<file path="src/rtl/timer0_interrupt_controller.sv">
// rtl/timer0_interrupt_controller.sv - Timer0 interrupt sequencer: OCF0/TOV0 arbitration, CPU request, flag clear on ack
module timer0_interrupt_controller #(
    parameter int               VEC_W       = 16,
    parameter logic [VEC_W-1:0] COMP_VECTOR = 16'h0014,
    parameter logic [VEC_W-1:0] OVF_VECTOR  = 16'h0016
) (
    input  logic             sysClock,
    input  logic             rst_n,
    input  logic [7:0]       TIFR_in,
    input  logic [7:0]       TIMSK_in,
    input  logic             global_int_enable,
    input  logic             irq_ack,
    output logic             irq,
    output logic [VEC_W-1:0] irq_vector,
    output logic             TIFR_write_enable,
    output logic [7:0]       TIFR_write_data,
    output logic             busy
);

    typedef enum logic [1:0] {IDLE, REQ, CLEAR} state_t;
    typedef enum logic [1:0] {SRV_NONE, SRV_COMP, SRV_OVF} served_t;

    state_t           state_q, state_d;
    served_t          served_q, served_d;
    logic             irq_q, irq_d;
    logic [VEC_W-1:0] vec_q, vec_d;
    logic             we_q, we_d;
    logic             busy_q, busy_d;

    logic       cmp, ovf, served_term;
    logic [7:0] served_bits;
    logic       unused_mask_bits;

    assign cmp              = TIFR_in[1] & TIMSK_in[1];
    assign ovf              = TIFR_in[0] & TIMSK_in[0];
    assign served_term      = (served_q == SRV_COMP) ? cmp : ovf;
    assign unused_mask_bits = ^TIMSK_in[7:2];

    always_comb begin
        state_d  = state_q;
        served_d = served_q;
        irq_d    = irq_q;
        vec_d    = vec_q;
        we_d     = 1'b0;
        busy_d   = busy_q;
        case (state_q)
            IDLE: begin
                if (global_int_enable && (cmp || ovf)) begin
                    state_d = REQ;
                    irq_d   = 1'b1;
                    busy_d  = 1'b1;
                    if (cmp) begin
                        served_d = SRV_COMP;
                        vec_d    = COMP_VECTOR;
                    end else begin
                        served_d = SRV_OVF;
                        vec_d    = OVF_VECTOR;
                    end
                end
            end
            REQ: begin
                // Ack wins over a same-cycle withdrawal so an accepted request is always cleared.
                if (irq_ack) begin
                    state_d = CLEAR;
                    irq_d   = 1'b0;
                    we_d    = 1'b1;
                end else if (!global_int_enable || !served_term) begin
                    state_d  = IDLE;
                    irq_d    = 1'b0;
                    busy_d   = 1'b0;
                    served_d = SRV_NONE;
                end
            end
            CLEAR: begin
                state_d  = IDLE;
                busy_d   = 1'b0;
                served_d = SRV_NONE;
            end
            default: begin
                state_d  = IDLE;
                irq_d    = 1'b0;
                busy_d   = 1'b0;
                served_d = SRV_NONE;
            end
        endcase
    end

    always_ff @(posedge sysClock or negedge rst_n) begin
        if (!rst_n) begin
            state_q  <= IDLE;
            served_q <= SRV_NONE;
            irq_q    <= 1'b0;
            vec_q    <= '0;
            we_q     <= 1'b0;
            busy_q   <= 1'b0;
        end else begin
            state_q  <= state_d;
            served_q <= served_d;
            irq_q    <= irq_d;
            vec_q    <= vec_d;
            we_q     <= we_d;
            busy_q   <= busy_d;
        end
    end

    // Write data tracks live TIFR so any other pending flag is written back unchanged.
    assign served_bits = {6'b0, served_q == SRV_COMP, served_q == SRV_OVF};

    assign irq               = irq_q;
    assign irq_vector        = vec_q;
    assign TIFR_write_enable = we_q;
    assign TIFR_write_data   = we_q ? (TIFR_in & ~served_bits) : 8'h00;
    assign busy              = busy_q;

endmodule

</file>
<file path="config.mk">
export PLATFORM = sky130hd
export DESIGN_NAME = timer0_interrupt_controller
export DESIGN_NICKNAME = d
export VERILOG_FILES = /design/src/rtl/timer0_interrupt_controller.sv
export SDC_FILE = /design/constraint.sdc
export NUM_CORES = 1
export LEC_CHECK = 0
export CAP_MARGIN = 20
export CORE_MARGIN = 2
export CORE_UTILIZATION = 34
export CTS_CLUSTER_DIAMETER = 150
export CTS_CLUSTER_SIZE = 28
export DETAILED_ROUTE_END_ITERATION = 7
export PLACE_DENSITY = 0.89
export SLEW_MARGIN = 20
export SYNTH_ARGS = -nofsm -noshare
export SYNTH_HDL_FRONTEND = slang
export SYNTH_SLANG_ARGS = --single-unit
</file>
<file path="constraint.sdc">
create_clock -name sysClock -period 2.7 [get_ports sysClock]
set_clock_uncertainty 0.15 [all_clocks]
set_input_delay 0.405 -clock sysClock [delete_from_list [all_inputs] [get_ports sysClock]]
set_output_delay 0.405 -clock sysClock [all_outputs]
set_load 0.02 [all_outputs]
</file>
Word level (Yosys, flattened, before mapping)
Index checks and enable logic that the tools add are counted.
{"block": "op_classes", "eq_ne": 8, "mux": 19, "bitwise": 5, "n_reduce_logical": 10}
{"operator": "2-bit 2-to-1 mux", "n": 7}
{"operator": "8-bit bitwise AND", "n": 1}
{"operator": "8-bit 2-to-1 mux", "n": 1}
{"operator": "2-bit inverter with 8-bit output", "n": 1}
{"operator": "2-bit case mux with 2 select lines", "n": 2}
{"operator": "1-bit 2-to-1 mux", "n": 7}
{"operator": "2-bit != test (second input constant)", "n": 3}
{"operator": "3-bit AND reduction", "n": 2}
{"operator": "2-bit by 1-bit equality test with 1-bit output (second input constant)", "n": 2}
{"operator": "2-bit equality test (second input constant)", "n": 2}
{"operator": "2-bit AND reduction", "n": 2}
{"operator": "3-bit != test (second input constant)", "n": 1}
{"operator": "1-bit case mux with 3 select lines", "n": 1}
{"operator": "1-bit bitwise AND", "n": 2}
{"operator": "1-bit logical NOT", "n": 2}
{"operator": "2-bit logical NOT", "n": 1}
{"operator": "1-bit logical OR", "n": 2}
{"operator": "1-bit case mux with 2 select lines", "n": 1}
{"operator": "1-bit logical AND", "n": 1}
{"operator": "1-bit inverter", "n": 1}
{"block": "totals", "register_bits": 23, "wordCells": 48}

Longest topological paths before layout
Gate-level depths: netlist of run 1.
{"block": "logic_depth", "depth_word": 7, "depth_mapped": 4}

Least setup slack after synthesis of run 1
No wires, ideal clock.
{"block": "synth_timing", "kind": "flip-flop to output port", "startpoint": "reg we_q, in the netlist TIFR_write_enable", "endpoint": "out TIFR_write_data[0]", "arrival_ns": 0.924, "slack_ns": 1.221, "stages_incl_launch_ff": 3, "path_cell_list": "dfrtp_1 -> nand2_1 -> a21oi_1"}
{"block": "synth_via", "elab_chain_len": 1}
{"item": "start, declared", "line": "27", "text": "logic we_q, we_d;"}
{"item": "start signal, assigned", "line": "101", "text": "we_q <= we_d;"}
{"item": "8-bit 2-to-1 mux", "line": "112", "text": "assign TIFR_write_data = we_q ? (TIFR_in & ~served_bits) : 8'h00;"}
{"item": "end, declared", "line": "16", "text": "output logic [7:0] TIFR_write_data,"}
Every way passes these cells.

Worst setup path in the final report of run 1
{"block": "layout_timing", "startpoint": "in TIFR_in[0]", "endpoint": "out TIFR_write_data[0]"}
{"block": "layout_via", "elab_chain_len": 2}
{"item": "start, declared", "line": "9", "text": "input logic [7:0] TIFR_in,"}
{"item": "8-bit bitwise AND", "line": "112"}
{"item": "8-bit 2-to-1 mux", "line": "112"}
Every way passes these cells.

==> results of run 1 <==
## registers in the layout, indices dropped and copies added, names as in the netlist
register,count
served_q,2
state_q,2
irq_vector,2
TIFR_write_enable,1
irq,1
busy,1
## cells by family (layout without fill, tap and decap cells)
logic type	after synthesis	count (layout)
mux	1	1
simple gates	25	25
compound gates	10	10
flops	9	9
buf+inv	18	35
other cells	1	13
## final timing paths
path	startpoint	end	slack, ns	cells past startpoint
setup / recovery	TIFR_in[0]	TIFR_write_data[0]	0.42	4
hold / removal	rst_n	irq_vector[2]	0.28	1
setup reg to reg	served_q[1]	served_q[1]	1.27	4
hold reg to reg	irq_vector[1]	irq_vector[1]	0.34	1
max in group asynchronous	rst_n	served_q[0]	1.84	1
min in group sysClock	irq_vector[1]	irq_vector[1]	0.34	1
## area by class of cell
class	instances	area share
well taps	17	0.0250
clock buffers	4	0.0308
inverters	4	0.0176
multi-input cells	49	0.345
flip-flops and latches	9	0.264
repair buffers	27	0.317
## power groups by stage
stage	logic (mW)	clock network (mW)	registers (mW)
detailed placement	0.138	0	0.171
finish	0.137	0.105	0.168
global placement	0.135	0	0.171
CTS	0.139	0.107	0.169
floorplan	0.0774	0	0.184
global route	0.148	0.117	0.171
## metal layers
layer / part of all wire / vias up / track usage
met5: 0 / - / 0
met4: 0.021 / 0 / 0.0686
met3: 0.13 / 4 / 0.0357
met2: 0.48 / 32 / 0.223
met1: 0.36 / 235 / 0.127
li1: - / 246 / -
## worst max-delay path: cells and delay by family
| family | cells | cell delay, ns |
|---|---|---|
| buffers and inverters | 2 | 1.14 |
| AND/OR/NAND/NOR | 1 | 0.07 |
| AO/OA/AOI/OAI | 1 | 0.12 |
## cells in the mapped netlist
library cell,n
a21boi_0,1
a21oi_1,2
a22oi_2,1
a31oi_1,1
and2_1,6
and2_4,1
and3_2,1
buf_4,14
conb_1,1
dfrtp_1,9
inv_1,4
mux2i_2,1
nand2_1,5
nand2b_1,2
nand2b_4,2
nor2_1,2
nor2_2,1
nor3_1,1
nor3b_1,2
o21a_1,1
o21ai_0,2
o41ai_1,2
or3_1,1
or3_2,1
## per-stage QoR
stage	power [mW]	instance area (um^2)	hold WS (ns)	setup WS, ns
finish	0.410	852	0.285	0.416
global placement	0.306	826	0.325	0.422
CTS	0.414	852	0.303	0.407
floorplan	0.261	639	-0.0406	1.22
detailed placement	0.310	826	0.333	0.413
global route	0.436	852	0.328	0.378
==> flow_summary.yaml, run 1 <==
run_status:
  status: "completed"
min_path:
  hp-class: "input pin to asynchronous set/reset pin"
setup_path:
  required_ns: 2.14
  critPathMaxFanout: 3
  crit_path_end_kind: "primary output"
  critPathMaxStageDelay_ns: 0.62
  path_cells: "clkdlybuf4s50_1 -> nand2_1 -> a21oi_1 -> clkdlybuf4s50_1"
  cpMaxStageDelayCell: "clkdlybuf4s50_1"
  crit_arrival_ns: 1.73
  cp-start-kind: "input pin"
  cp_common_cell: "clkdlybuf4s50_1"
  criticalPathCategory: "input pin to primary output"
drt:
  ant_nets: 0
  wire_per_inst_um: 11.0
  drt-total-wl_mm: 1.21
  drtIter0Drc: 3
  routed-via-count: 517
  vias_per_cell: 4.70
  drtPass1Iterations: 4
  drc_errors: 0
synth:
  synth_top_area_frac: 0.379
  synth_top_area_cell: "dfrtp_1"
  synth_top_family_by_area: "simple AND/OR/NAND/NOR gates"
  synthMuxAreaShare: 0.0232
  synth_area_per_cell_um2: 9.29
  netlist_instances: 64
  synth_simple_gate_area_frac: 0.269
  synthesis.area_um2: 594
  synth_area_leaders: "dfrtp_1 38%, buf_4 18%, and2_1 6.3%, nand2b_4 4.6%, nand2_1 3.2%"
  ys_seq_area_frac: 0.379
  synth-xor-area-share: 0
  ys_seq_elements: 9
  synth_cell_types: 24
  synth-compound-area-share: 0.120
  synth_fa_ha_area_frac: 0
  yosysWarnings: 0
clock_tree:
  h-tree-depth: 1
  clock_latency_ns: 0.26
  hold_buffers: 0
  cts_buffers: 3
  cts_buffer_depth: 2
  postCtsSetupBuffers: 0
  post_cts_resized: 0
  cts_tree: "done"
  clock-root-buffer: "clkbuf_4"
  clock-sinks: 9
  clk_pin_slew_ns: 0.06
global_route:
  antenna_found_initial: 0
  grt.overflow.total: 0
  grt_max_degree: 10
  grt_pass1_wl_mm: 1.80
  grt_util_all_layers: 0.124
  grt_pass1_vias: 435
die:
  start_util: 0.352
  std_cell_rows: 15
  die_h_um: 45.8
  ioPinCount: 47
  die_w_um: 45.8
  dieArea_mm2: 0.00210
  coreArea_mm2: 0.00169
timing:
  timing.fmax_mhz: 438
  rsz0062_at_grt: "false"
  setup_tns_ns: 0
  finalHoldViolCount: 0
  timing.final.crit_share: 0.846
  setup_viol_count_final: 0
  fin_crit_ns: 2.28
  slew_viol_final: 0
place:
  post-place-cells: 106
  port_buffers: 27
  dp_hpwl_um: 993
  gp_congestion: 0.786
cells_and_area:
  final_core_util: 0.504
  multi_input_area_um2: 294
  ff_latch_area_um2: 225
  layout_common_cells: "27 x clkdlybuf4s50_1, 13 x conb_1, 9 x dfrtp_1"
  stdcell_count: 110
  final_nets: 114
  drive_gt1_frac: 0.118
  final.fill_count: 151
  diodes: 0
  final_common_cell: "clkdlybuf4s50_1"
  syn_to_final_growth_pct: 43.4
pwr:
  peakVddDrop_mv: 0.275
  power_switching_share: 0.321
  power_frac_clock: 0.255
  p_switching_mw: 0.132
  power.leakage_nw: 0.374
  combPwrFrac: 0.334
  p_int_mw: 0.279
  seqPwrFrac: 0.410
  powerDensity_mw_per_mm2: 482
flow_run:
  maxCapViolations: 0
Power figures use the tool's default switching activity.
==> run 2, diff against run 1 <==
CORE_UTILIZATION = 32   (was 34)
PLACE_DENSITY = 0.85   (was 0.89)
clock period = 2.3 ns   (was 2.7 ns; I/O delays follow)
==> flow_summary.yaml, run 2 (same netlist as run 1, synthesis figures left out) <==
drt:
  drtIter0Drc: 6
  drtPass1Iterations: 4
  routed-via-count: 503
  vias_per_cell: 4.26
  wire_per_inst_um: 10.6
  drc_errors: 0
  ant_nets: 0
  drt-total-wl_mm: 1.25
min_path:
  hp-class: "input pin to asynchronous set/reset pin"
global_route:
  grt_util_all_layers: 0.119
  grt_pass1_vias: 460
  grt.overflow.total: 0
  antenna_found_initial: 0
  grt_pass1_wl_mm: 1.80
  grt_max_degree: 10
cells_and_area:
  syn_to_final_growth_pct: 45.1
  layout_common_cells: "27 x clkdlybuf4s50_1, 13 x conb_1, 9 x dfrtp_1"
  final_common_cell: "clkdlybuf4s50_1"
  diodes: 0
  final_nets: 114
  drive_gt1_frac: 0.118
clock_tree:
  postCtsSetupBuffers: 0
  cts_buffers: 3
  cts_tree: "done"
  clock-sinks: 9
  clock-root-buffer: "clkbuf_4"
  post_cts_resized: 0
  clock_latency_ns: 0.25
  hold_buffers: 0
  h-tree-depth: 1
  cts_buffer_depth: 2
  clk_pin_slew_ns: 0.06
setup_path:
  critPathMaxStageDelay_ns: 0.63
  criticalPathCategory: "input pin to primary output"
  reg2reg_to: "served_q[1]"
  timing.rr.start: "served_q[1]"
  path_delay_family: "buffers and inverters"
  r2r_slack_ns: 0.77
  crit_path_end_kind: "primary output"
  critPathMaxFanout: 3
  r2r_cells: 4
  cpMaxStageDelayCell: "clkdlybuf4s50_1"
  required_ns: 1.80
  cp_common_cell: "clkdlybuf4s50_1"
  cp-start-kind: "input pin"
  path_cells: "clkdlybuf4s50_1 -> nand2_1 -> a21oi_1 -> clkdlybuf4s50_1"
  crit_arrival_ns: 1.69
  crit_buf_inv: 2
place:
  dp_hpwl_mm: 1.08
  port_buffers: 27
  dp_slack_ns: 0.114
  gp_congestion: 0.734
pwr:
  power.leakage_nw: 0.374
  p_total_mw: 0.480
  seqPwrFrac: 0.414
  powerDensity_mw_per_mm2: 557
  power_switching_share: 0.320
  power_frac_clock: 0.248
  peakVddDrop_mv: 0.229
  combPwrFrac: 0.338
  p_int_mw: 0.327
  p_switching_mw: 0.154
die:
  die_h_um: 47.1
  ioPinCount: 47
  std_cell_rows: 15
  start_util: 0.341
  dieArea_mm2: 0.00222
  die_w_um: 47.1
  coreArea_mm2: 0.00175
timing:
  setup_tns_ns: 0
  fin_ws_ns: 0.118
  fin_crit_ns: 2.18
  setup_viol_count_final: 0
  rsz0062_at_grt: "false"
  slew_viol_final: 0
  timing.fmax_mhz: 458
  finalHoldViolCount: 0
  timing.final.crit_share: 0.949
run_status:
  status: "completed"
flow_run:
  maxCapViolations: 0
-- run 2: layer usage --
| layer | part of all wire | GRT usage | vias to the layer above |
|---|---|---|---|
| li1 | - | - | 242 |
| met1 | 0.36 | 0.110 | 232 |
| met2 | 0.53 | 0.230 | 29 |
| met3 | 0.11 | 0.0423 | 0 |
| met4 | 0 | 0.0500 | 0 |
| met5 | 0 | 0 | - |
-- run 2: power by group through the flow --
stage	sequential (mW)	combinational (mW)	clock, mW
finish	0.199	0.162	0.119
global route	0.202	0.177	0.132
CTS	0.200	0.164	0.123
detailed placement	0.203	0.163	0
global placement	0.200	0.159	0
floorplan	0.216	0.0909	0
-- run 2: worst max-delay path by stage --
stage                                  from                  to  slack [ns]  cells past startpoint
after floorplan           TIFR_write_enable  TIFR_write_data[0]        0.88                      2
after global placement           TIFR_in[0]  TIFR_write_data[0]        0.13                      4
after detailed placement         TIFR_in[0]  TIFR_write_data[0]        0.11                      4
after CTS                        TIFR_in[0]  TIFR_write_data[0]        0.11                      4
after global routing             TIFR_in[0]  TIFR_write_data[0]        0.05                      4
final                            TIFR_in[0]  TIFR_write_data[0]        0.12                      4
-- run 2: worst reg2reg max path: stages, from the launching register on --
cell	delay [ns]
dfrtp_1	0.40
nand2b_4	0.16
mux2i_2	0.24
a21oi_1	0.15
o41ai_1	0.31
-- run 2: area by class of cell --
type,count,area [um^2]
fill,176,883
clock buffer,4,26.3
tap,25,31.3
sequential,9,225
multi-input combinational,49,294
timing repair buffer,27,270
inverter,4,15.0
-- run 2: per-stage QoR --
step / cells / util / hold slack (ns) / area, um^2
global placement: 114 / 0.479 / 0.328 / 836
global route: 118 / 0.494 / 0.267 / 862
detailed placement: 114 / 0.479 / 0.344 / 836
CTS: 118 / 0.494 / 0.245 / 862
floorplan: 76 / - / -0.101 / 639
finish: 118 / 0.494 / 0.238 / 862
